[src/rtl/fractal_frame_sequencer_if.sv]
// Control/parameter bundle between host register file, sequencer and the monitored video stream.
// Purely wires; no storage.
// Handshake signals are observed only; the sequencer never drives tready.
interface fractal_frame_sequencer_if #(
    parameter int DATA_W = 32
);
    logic              enable;
    logic              animate;
    logic              commit;
    logic [DATA_W-1:0] cfg_x0, cfg_y0, cfg_dx, cfg_dy, cfg_cr, cfg_ci;
    logic [DATA_W-1:0] cfg_dcr, cfg_dci;
    logic              s_tvalid, s_tready, s_tuser, s_tlast;
    logic              gen_resetn;
    logic [DATA_W-1:0] gen_x0, gen_y0, gen_dx, gen_dy, gen_cr, gen_ci;
    logic [31:0]       frame_count;
    logic              commit_pending;
    logic              running;

    // Host / environment side: drives configuration and the stream handshake.
    modport master (
        output enable, animate, commit,
        output cfg_x0, cfg_y0, cfg_dx, cfg_dy, cfg_cr, cfg_ci, cfg_dcr, cfg_dci,
        output s_tvalid, s_tready, s_tuser, s_tlast,
        input  gen_resetn, gen_x0, gen_y0, gen_dx, gen_dy, gen_cr, gen_ci,
        input  frame_count, commit_pending, running
    );

    // Sequencer side.
    modport slave (
        input  enable, animate, commit,
        input  cfg_x0, cfg_y0, cfg_dx, cfg_dy, cfg_cr, cfg_ci, cfg_dcr, cfg_dci,
        input  s_tvalid, s_tready, s_tuser, s_tlast,
        output gen_resetn, gen_x0, gen_y0, gen_dx, gen_dy, gen_cr, gen_ci,
        output frame_count, commit_pending, running
    );
endinterface

[src/rtl/fractal_frame_sequencer.sv]
// Frame sequencer: holds the generator in reset, releases it, applies parameters only at frame ends.
// Latency: all outputs registered; parameter changes visible the cycle after the triggering edge.
// Backpressure: none exerted; the stream is only monitored, beats count on tvalid & tready.
module fractal_frame_sequencer #(
    parameter int HEIGHT       = 1080,
    parameter int RESET_CYCLES = 4,
    parameter int DATA_W       = 32
) (
    input  logic                       aclk,
    input  logic                       aresetn,
    fractal_frame_sequencer_if.slave   bus
);
    localparam int LW = (HEIGHT > 1) ? $clog2(HEIGHT) : 1;
    localparam int RW = (RESET_CYCLES > 1) ? $clog2(RESET_CYCLES) : 1;
    localparam logic [LW-1:0] LAST_LINE = LW'(HEIGHT - 1);
    localparam logic [RW-1:0] LAST_RST  = RW'(RESET_CYCLES - 1);
    localparam bit ONE_LINE = (HEIGHT == 1);

    typedef struct packed {
        logic [DATA_W-1:0] x0;
        logic [DATA_W-1:0] y0;
        logic [DATA_W-1:0] dx;
        logic [DATA_W-1:0] dy;
        logic [DATA_W-1:0] cr;
        logic [DATA_W-1:0] ci;
    } params_t;

    typedef enum logic [1:0] {IDLE, START, RUN} state_t;

    state_t        state;
    params_t       cfg, stg, act;
    logic [LW-1:0] line_cnt;
    logic [RW-1:0] rst_cnt;
    logic [31:0]   frame_count;
    logic          pending;
    logic          gen_resetn;
    logic          running;

    logic beat, line_end, sof, frame_end;

    assign cfg = '{x0: bus.cfg_x0, y0: bus.cfg_y0, dx: bus.cfg_dx,
                   dy: bus.cfg_dy, cr: bus.cfg_cr, ci: bus.cfg_ci};

    // Stream event decode; a sof that is also tlast only closes a frame when a frame is one line tall.
    always_comb begin
        beat      = bus.s_tvalid & bus.s_tready;
        line_end  = beat & bus.s_tlast;
        sof       = beat & bus.s_tuser;
        frame_end = 1'b0;
        if (line_end) begin
            if (sof) frame_end = ONE_LINE;
            else     frame_end = (line_cnt == LAST_LINE);
        end
    end

    // Sequencer FSM with registered outputs, line/frame tracking and parameter staging.
    always_ff @(posedge aclk or negedge aresetn) begin
        if (!aresetn) begin
            state       <= IDLE;
            gen_resetn  <= 1'b0;
            running     <= 1'b0;
            act         <= '0;
            stg         <= '0;
            frame_count <= '0;
            pending     <= 1'b0;
            line_cnt    <= '0;
            rst_cnt     <= '0;
        end else begin
            case (state)
                IDLE: begin
                    gen_resetn <= 1'b0;
                    running    <= 1'b0;
                    if (bus.enable) begin
                        state   <= START;
                        act     <= cfg;
                        pending <= 1'b0;
                        rst_cnt <= '0;
                    end
                end
                START: begin
                    if (!bus.enable) begin
                        state    <= IDLE;
                        line_cnt <= '0;
                    end else if (rst_cnt == LAST_RST) begin
                        state      <= RUN;
                        gen_resetn <= 1'b1;
                        running    <= 1'b1;
                    end else begin
                        rst_cnt <= rst_cnt + RW'(1);
                    end
                end
                RUN: begin
                    if (!bus.enable) begin
                        state      <= IDLE;
                        gen_resetn <= 1'b0;
                        running    <= 1'b0;
                        line_cnt   <= '0;
                    end else if (frame_end) begin
                        line_cnt    <= '0;
                        frame_count <= frame_count + 32'd1;
                        if (pending) begin
                            act     <= stg;
                            pending <= 1'b0;
                        end else if (bus.animate) begin
                            act.cr <= act.cr + bus.cfg_dcr;
                            act.ci <= act.ci + bus.cfg_dci;
                        end
                    end else if (sof) begin
                        line_cnt <= line_end ? LW'(1) : '0;
                    end else if (line_end) begin
                        line_cnt <= line_cnt + LW'(1);
                    end
                end
                default: begin
                    state      <= IDLE;
                    gen_resetn <= 1'b0;
                    running    <= 1'b0;
                end
            endcase
            // A commit always wins over the pending-clear above, so new values wait for the next boundary.
            if (bus.commit) begin
                stg     <= cfg;
                pending <= 1'b1;
            end
        end
    end

    assign bus.gen_resetn     = gen_resetn;
    assign bus.running        = running;
    assign bus.gen_x0         = act.x0;
    assign bus.gen_y0         = act.y0;
    assign bus.gen_dx         = act.dx;
    assign bus.gen_dy         = act.dy;
    assign bus.gen_cr         = act.cr;
    assign bus.gen_ci         = act.ci;
    assign bus.frame_count    = frame_count;
    assign bus.commit_pending = pending;
endmodule

[src/flat_wrapper.sv]
// flat-port wrapper written by rule: the top's interface ports become plain ports
module fractal_frame_sequencer_flat 
#(
    parameter int HEIGHT       = 1080,
    parameter int RESET_CYCLES = 4,
    parameter int DATA_W       = 32
)
  (aclk, aresetn, bus_enable, bus_animate, bus_commit, bus_cfg_x0, bus_cfg_y0, bus_cfg_dx, bus_cfg_dy, bus_cfg_cr, bus_cfg_ci, bus_cfg_dcr, bus_cfg_dci, bus_s_tvalid, bus_s_tready, bus_s_tuser, bus_s_tlast, bus_gen_resetn, bus_gen_x0, bus_gen_y0, bus_gen_dx, bus_gen_dy, bus_gen_cr, bus_gen_ci, bus_frame_count, bus_commit_pending, bus_running);
  fractal_frame_sequencer_if #(.DATA_W(DATA_W)) bus_i ();
  input  logic aclk;
  input  logic aresetn;
  input wire logic [$bits(bus_i.enable)-1:0] bus_enable;
  input wire logic [$bits(bus_i.animate)-1:0] bus_animate;
  input wire logic [$bits(bus_i.commit)-1:0] bus_commit;
  input wire logic [$bits(bus_i.cfg_x0)-1:0] bus_cfg_x0;
  input wire logic [$bits(bus_i.cfg_y0)-1:0] bus_cfg_y0;
  input wire logic [$bits(bus_i.cfg_dx)-1:0] bus_cfg_dx;
  input wire logic [$bits(bus_i.cfg_dy)-1:0] bus_cfg_dy;
  input wire logic [$bits(bus_i.cfg_cr)-1:0] bus_cfg_cr;
  input wire logic [$bits(bus_i.cfg_ci)-1:0] bus_cfg_ci;
  input wire logic [$bits(bus_i.cfg_dcr)-1:0] bus_cfg_dcr;
  input wire logic [$bits(bus_i.cfg_dci)-1:0] bus_cfg_dci;
  input wire logic [$bits(bus_i.s_tvalid)-1:0] bus_s_tvalid;
  input wire logic [$bits(bus_i.s_tready)-1:0] bus_s_tready;
  input wire logic [$bits(bus_i.s_tuser)-1:0] bus_s_tuser;
  input wire logic [$bits(bus_i.s_tlast)-1:0] bus_s_tlast;
  output wire logic [$bits(bus_i.gen_resetn)-1:0] bus_gen_resetn;
  output wire logic [$bits(bus_i.gen_x0)-1:0] bus_gen_x0;
  output wire logic [$bits(bus_i.gen_y0)-1:0] bus_gen_y0;
  output wire logic [$bits(bus_i.gen_dx)-1:0] bus_gen_dx;
  output wire logic [$bits(bus_i.gen_dy)-1:0] bus_gen_dy;
  output wire logic [$bits(bus_i.gen_cr)-1:0] bus_gen_cr;
  output wire logic [$bits(bus_i.gen_ci)-1:0] bus_gen_ci;
  output wire logic [$bits(bus_i.frame_count)-1:0] bus_frame_count;
  output wire logic [$bits(bus_i.commit_pending)-1:0] bus_commit_pending;
  output wire logic [$bits(bus_i.running)-1:0] bus_running;
  assign bus_i.enable = bus_enable;
  assign bus_i.animate = bus_animate;
  assign bus_i.commit = bus_commit;
  assign bus_i.cfg_x0 = bus_cfg_x0;
  assign bus_i.cfg_y0 = bus_cfg_y0;
  assign bus_i.cfg_dx = bus_cfg_dx;
  assign bus_i.cfg_dy = bus_cfg_dy;
  assign bus_i.cfg_cr = bus_cfg_cr;
  assign bus_i.cfg_ci = bus_cfg_ci;
  assign bus_i.cfg_dcr = bus_cfg_dcr;
  assign bus_i.cfg_dci = bus_cfg_dci;
  assign bus_i.s_tvalid = bus_s_tvalid;
  assign bus_i.s_tready = bus_s_tready;
  assign bus_i.s_tuser = bus_s_tuser;
  assign bus_i.s_tlast = bus_s_tlast;
  assign bus_gen_resetn = bus_i.gen_resetn;
  assign bus_gen_x0 = bus_i.gen_x0;
  assign bus_gen_y0 = bus_i.gen_y0;
  assign bus_gen_dx = bus_i.gen_dx;
  assign bus_gen_dy = bus_i.gen_dy;
  assign bus_gen_cr = bus_i.gen_cr;
  assign bus_gen_ci = bus_i.gen_ci;
  assign bus_frame_count = bus_i.frame_count;
  assign bus_commit_pending = bus_i.commit_pending;
  assign bus_running = bus_i.running;
  fractal_frame_sequencer #(.HEIGHT(HEIGHT), .RESET_CYCLES(RESET_CYCLES), .DATA_W(DATA_W)) u_core (.aclk(aclk), .aresetn(aresetn), .bus(bus_i));
endmodule
[config.mk]
export PLATFORM = sky130hd
export DESIGN_NAME = fractal_frame_sequencer_flat
export DESIGN_NICKNAME = d
export VERILOG_FILES = /design/src/rtl/fractal_frame_sequencer_if.sv /design/src/rtl/fractal_frame_sequencer.sv /design/src/flat_wrapper.sv
export SDC_FILE = /design/constraint.sdc
export NUM_CORES = 1
export LEC_CHECK = 0
export ABC_AREA = 1
export BUFFER_PORTS_ARGS = -buffer_cell sky130_fd_sc_hd__buf_2
export CAP_MARGIN = 15
export CORE_MARGIN = 2
export CORE_UTILIZATION = 52
export CTS_BUF_LIST = sky130_fd_sc_hd__clkbuf_16
export DETAILED_ROUTE_END_ITERATION = 10
export MAX_ROUTING_LAYER = met4
export PLACE_DENSITY = 0.76
export SYNTH_ARGS = -nofsm -noshare
export SYNTH_HDL_FRONTEND = slang
export SYNTH_SLANG_ARGS = --single-unit
[constraint.sdc]
create_clock -name aclk -period 3.1 [get_ports aclk]
set_input_delay 0.155 -clock aclk [delete_from_list [all_inputs] [get_ports aclk]]
set_output_delay 0.155 -clock aclk [all_outputs]
set_load 0.03 [all_outputs]
==> impl_metrics.ini <==
[layout]
nets = 4304
layout_commonest_cell = nand2_1
fillerInstances = 3922
final_cell_area_um2 = 31600
drive_above_1_share_pct = 17.7
final_cell_mix = 1,056 x nand2_1, 489 x buf_2, 472 x inv_1
area_delta_synth_final_pct = 26.1
multi_input_area_um2 = 11600
final_util_pct = 66.3
seqCellArea_um2 = 10800

[timing]
min_period_over_period_pct = 76.3
max_slew_margin_pct = 22.7
hold_viol_final = 0
setup_violations = 0
final_max_slew_viol_count = 0
min_period_ns = 2.36
clock-skew-final_ns = 0.0196
tightest_slew_ns = 1.16
setup_tns_ns = 0
max_freq_ghz = 0.423
rsz0062_at_grt = false
setup_ws_ns = 0.736

[clock_tree]
clk_latency_ns = 0.60
clockBufferDepth = 3
htreeDepth = 2
cts_tree = done
root_buffer = clkbuf_16
cts_buffers = 48
clk_pin_slew_worst_paths_ns = 0.06
post-cts-setup-buffers = 0
clkSinkCount = 433

[placed_design]
dp_slack_ns = 0.794
portBuffers = 491
dp_hpwl_um = 52900
dpl_cell_area_um2 = 27900
gp_congestion = 0.970

[floorplan]
rows = 80
dieHeight_um = 224
start_util_pct = 52.6
io_pins = 492
die-width_um = 224
dieArea_um2 = 50000
core_um2 = 47600

[global_route]
grt_start_max_net_pins = 196
grt-ovfl-total = 0
grt_pass1_vias = 24500
grt_pass1_wl_um = 128000
antenna_found_initial = 5
grt_usage_pct = 32.5

[critical_path]
start_kind = flop
cp.required_ns = 3.57
crit_path_max_fanout = 4
worstPathArrival_ns = 2.84
crit_path_end_kind = flop
critical_path_class = flop to flop

[synth]
yosysSeqAreaShare_pct = 43.2
synth-xor-area-share_pct = 2.20
yosys.area_share.adder_pct = 3.56
synth_edf_count = 0
synth_nets = 3684
yosysUniqueCellTypes = 38
syn_avg_cell_area_um2 = 7.48
synth_area_um2 = 25100
yosys_warnings = 0
synth_simple_gate_area_share_pct = 22.4
synth_top_family_by_area = simple AND/OR/NAND/NOR gates
ys_ff_latch = 433
synth_async_sr_flop_share_pct = 100
synth_compound_area_share_pct = 18.1
muxShareOfSynthArea_pct = 0
synthFlopType = dfrtp_1
postSynthCellCount = 3349

[power]
finalPower_mw = 31.0
power.ir.vdd_worst_mv = 0.992
power-per-cell-area_nw_per_um2 = 981
p_leak_nw = 16.3

[route]
viasPerCell = 5.38
wl_per_cell_um = 17.2
dr.pass1.iters = 7
drc_errors = 0
routed_wl_um = 79600
via_count = 24900
drtIter0Drc = 1967
antenna_left = 0

[run_status]
status = complete, no violations

[run]
drv_cap = 0

[worst_hold_path]
hp-class = input pin to flop
cells in the mapped netlist (all sizes together), types with 7 or more instances:
library cell | count | area share (%)
nand2 | 1059 | 16
inv | 471 | 7.1
dfrtp | 433 | 43
o21ai | 373 | 7.5
a21oi | 214 | 4.3
nor2 | 194 | 3.0
o211ai | 133 | 6.0
clkbuf | 107 | 1.6
nand3 | 106 | 2.2
ha | 68 | 3.4
buf | 49 | 1.8
xor2 | 45 | 1.6
nor3 | 32 | 0.64
xnor2 | 18 | 0.63
nand4 | 14 | 0.35
a31oi | 7 | 0.17
layer usage:
| metal | vias to the layer above | GRT usage (%) | wire [um] |
|---|---|---|---|
| met5 | - | - | 0 |
| met1 | 11700 | 41.0 | 33100 |
| met4 | 0 | 15.5 | 3940 |
| met3 | 238 | 5.47 | 5510 |
| met2 | 1012 | 51.4 | 37100 |
| li1 | 11900 | - | - |
path summary, 6_finish.rpt:
check | startpoint | endpoint | slack, ns | cells after the start
max | u_core.bus.gen_ci[0] | u_core.bus.gen_ci[28] | 0.74 | 12
min | bus_cfg_dcr[0] | u_core.bus.gen_cr[0] | 0.06 | 4
max reg2reg | u_core.bus.gen_ci[0] | u_core.bus.gen_ci[28] | 0.74 | 12
min reg2reg | u_core.bus.gen_x0[25] | u_core.bus.gen_x0[25] | 0.48 | 2
max in group asynchronous | aresetn | u_core.bus.gen_dx[7] | 2.04 | 3
min in group asynchronous | aresetn | u_core.stg[93] | 0.07 | 2
repair_timing:
item,CTS,global route
endpoints found under the setup margin,0,0
hold buffers,205,0
hold endpoints to repair,692,0
resized for setup,0,0
flip-flops by register name, summed over array words and instances (netlist names), 2 cells and up:
signal and flops:
u_core.stg 192, u_core.bus.frame_count 32, u_core.bus.gen_ci 32, u_core.bus.gen_cr 32, u_core.bus.gen_dx 32, u_core.bus.gen_dy 32, u_core.bus.gen_x0 32, u_core.bus.gen_y0 32
u_core.line_cnt 11, u_core.rst_cnt 2, u_core.state 2
cell families after synthesis:
family / count (synthesis)
AND/OR/NAND/NOR: 1420
flip-flops: 433
buffers and inverters: 628
XOR/XNOR: 63
AO/OA/AOI/OAI: 735
adder cells (fa/ha/maj): 70
worst max-delay path, stage by stage, from the launching register on:
cell,delay [ns]
dfrtp_1,0.40
ha_1,0.26
fa_1,0.44
nand3_1,0.11
nand3_1,0.15
nand3_1,0.11
nand3_1,0.23
nand2_1,0.16
nand2_1,0.07
nand2_1,0.06
nand3_1,0.08
nand2_1,0.10
a21oi_1,0.06
power by group:
group / internal [mW] / switching [mW]
clock network: 3.36 / 2.55
logic: 5.10 / 11.6
registers: 7.27 / 1.17
layout make-up:
type,instances,share of cell area [%]
clock buffers,48,3.80
repair buffers,726,15.7
flip-flops and latches,433,34.3
diodes,5,0.0396
clock inverters,41,1.31
well taps,615,2.44
multi-input cells,2288,36.8
inverters,472,5.61
stage by stage:
stage | hold slack (ns) | std cells
2_1_floorplan | -0.141 | 3349
3_3_place_gp | 0.105 | 4329
3_5_place_dp | 0.106 | 4329
4_1_cts | 0.0250 | 4623
5_1_grt | 0.0697 | 4628
6_report | 0.0578 | 4628
Power figures use the tool's default switching activity.
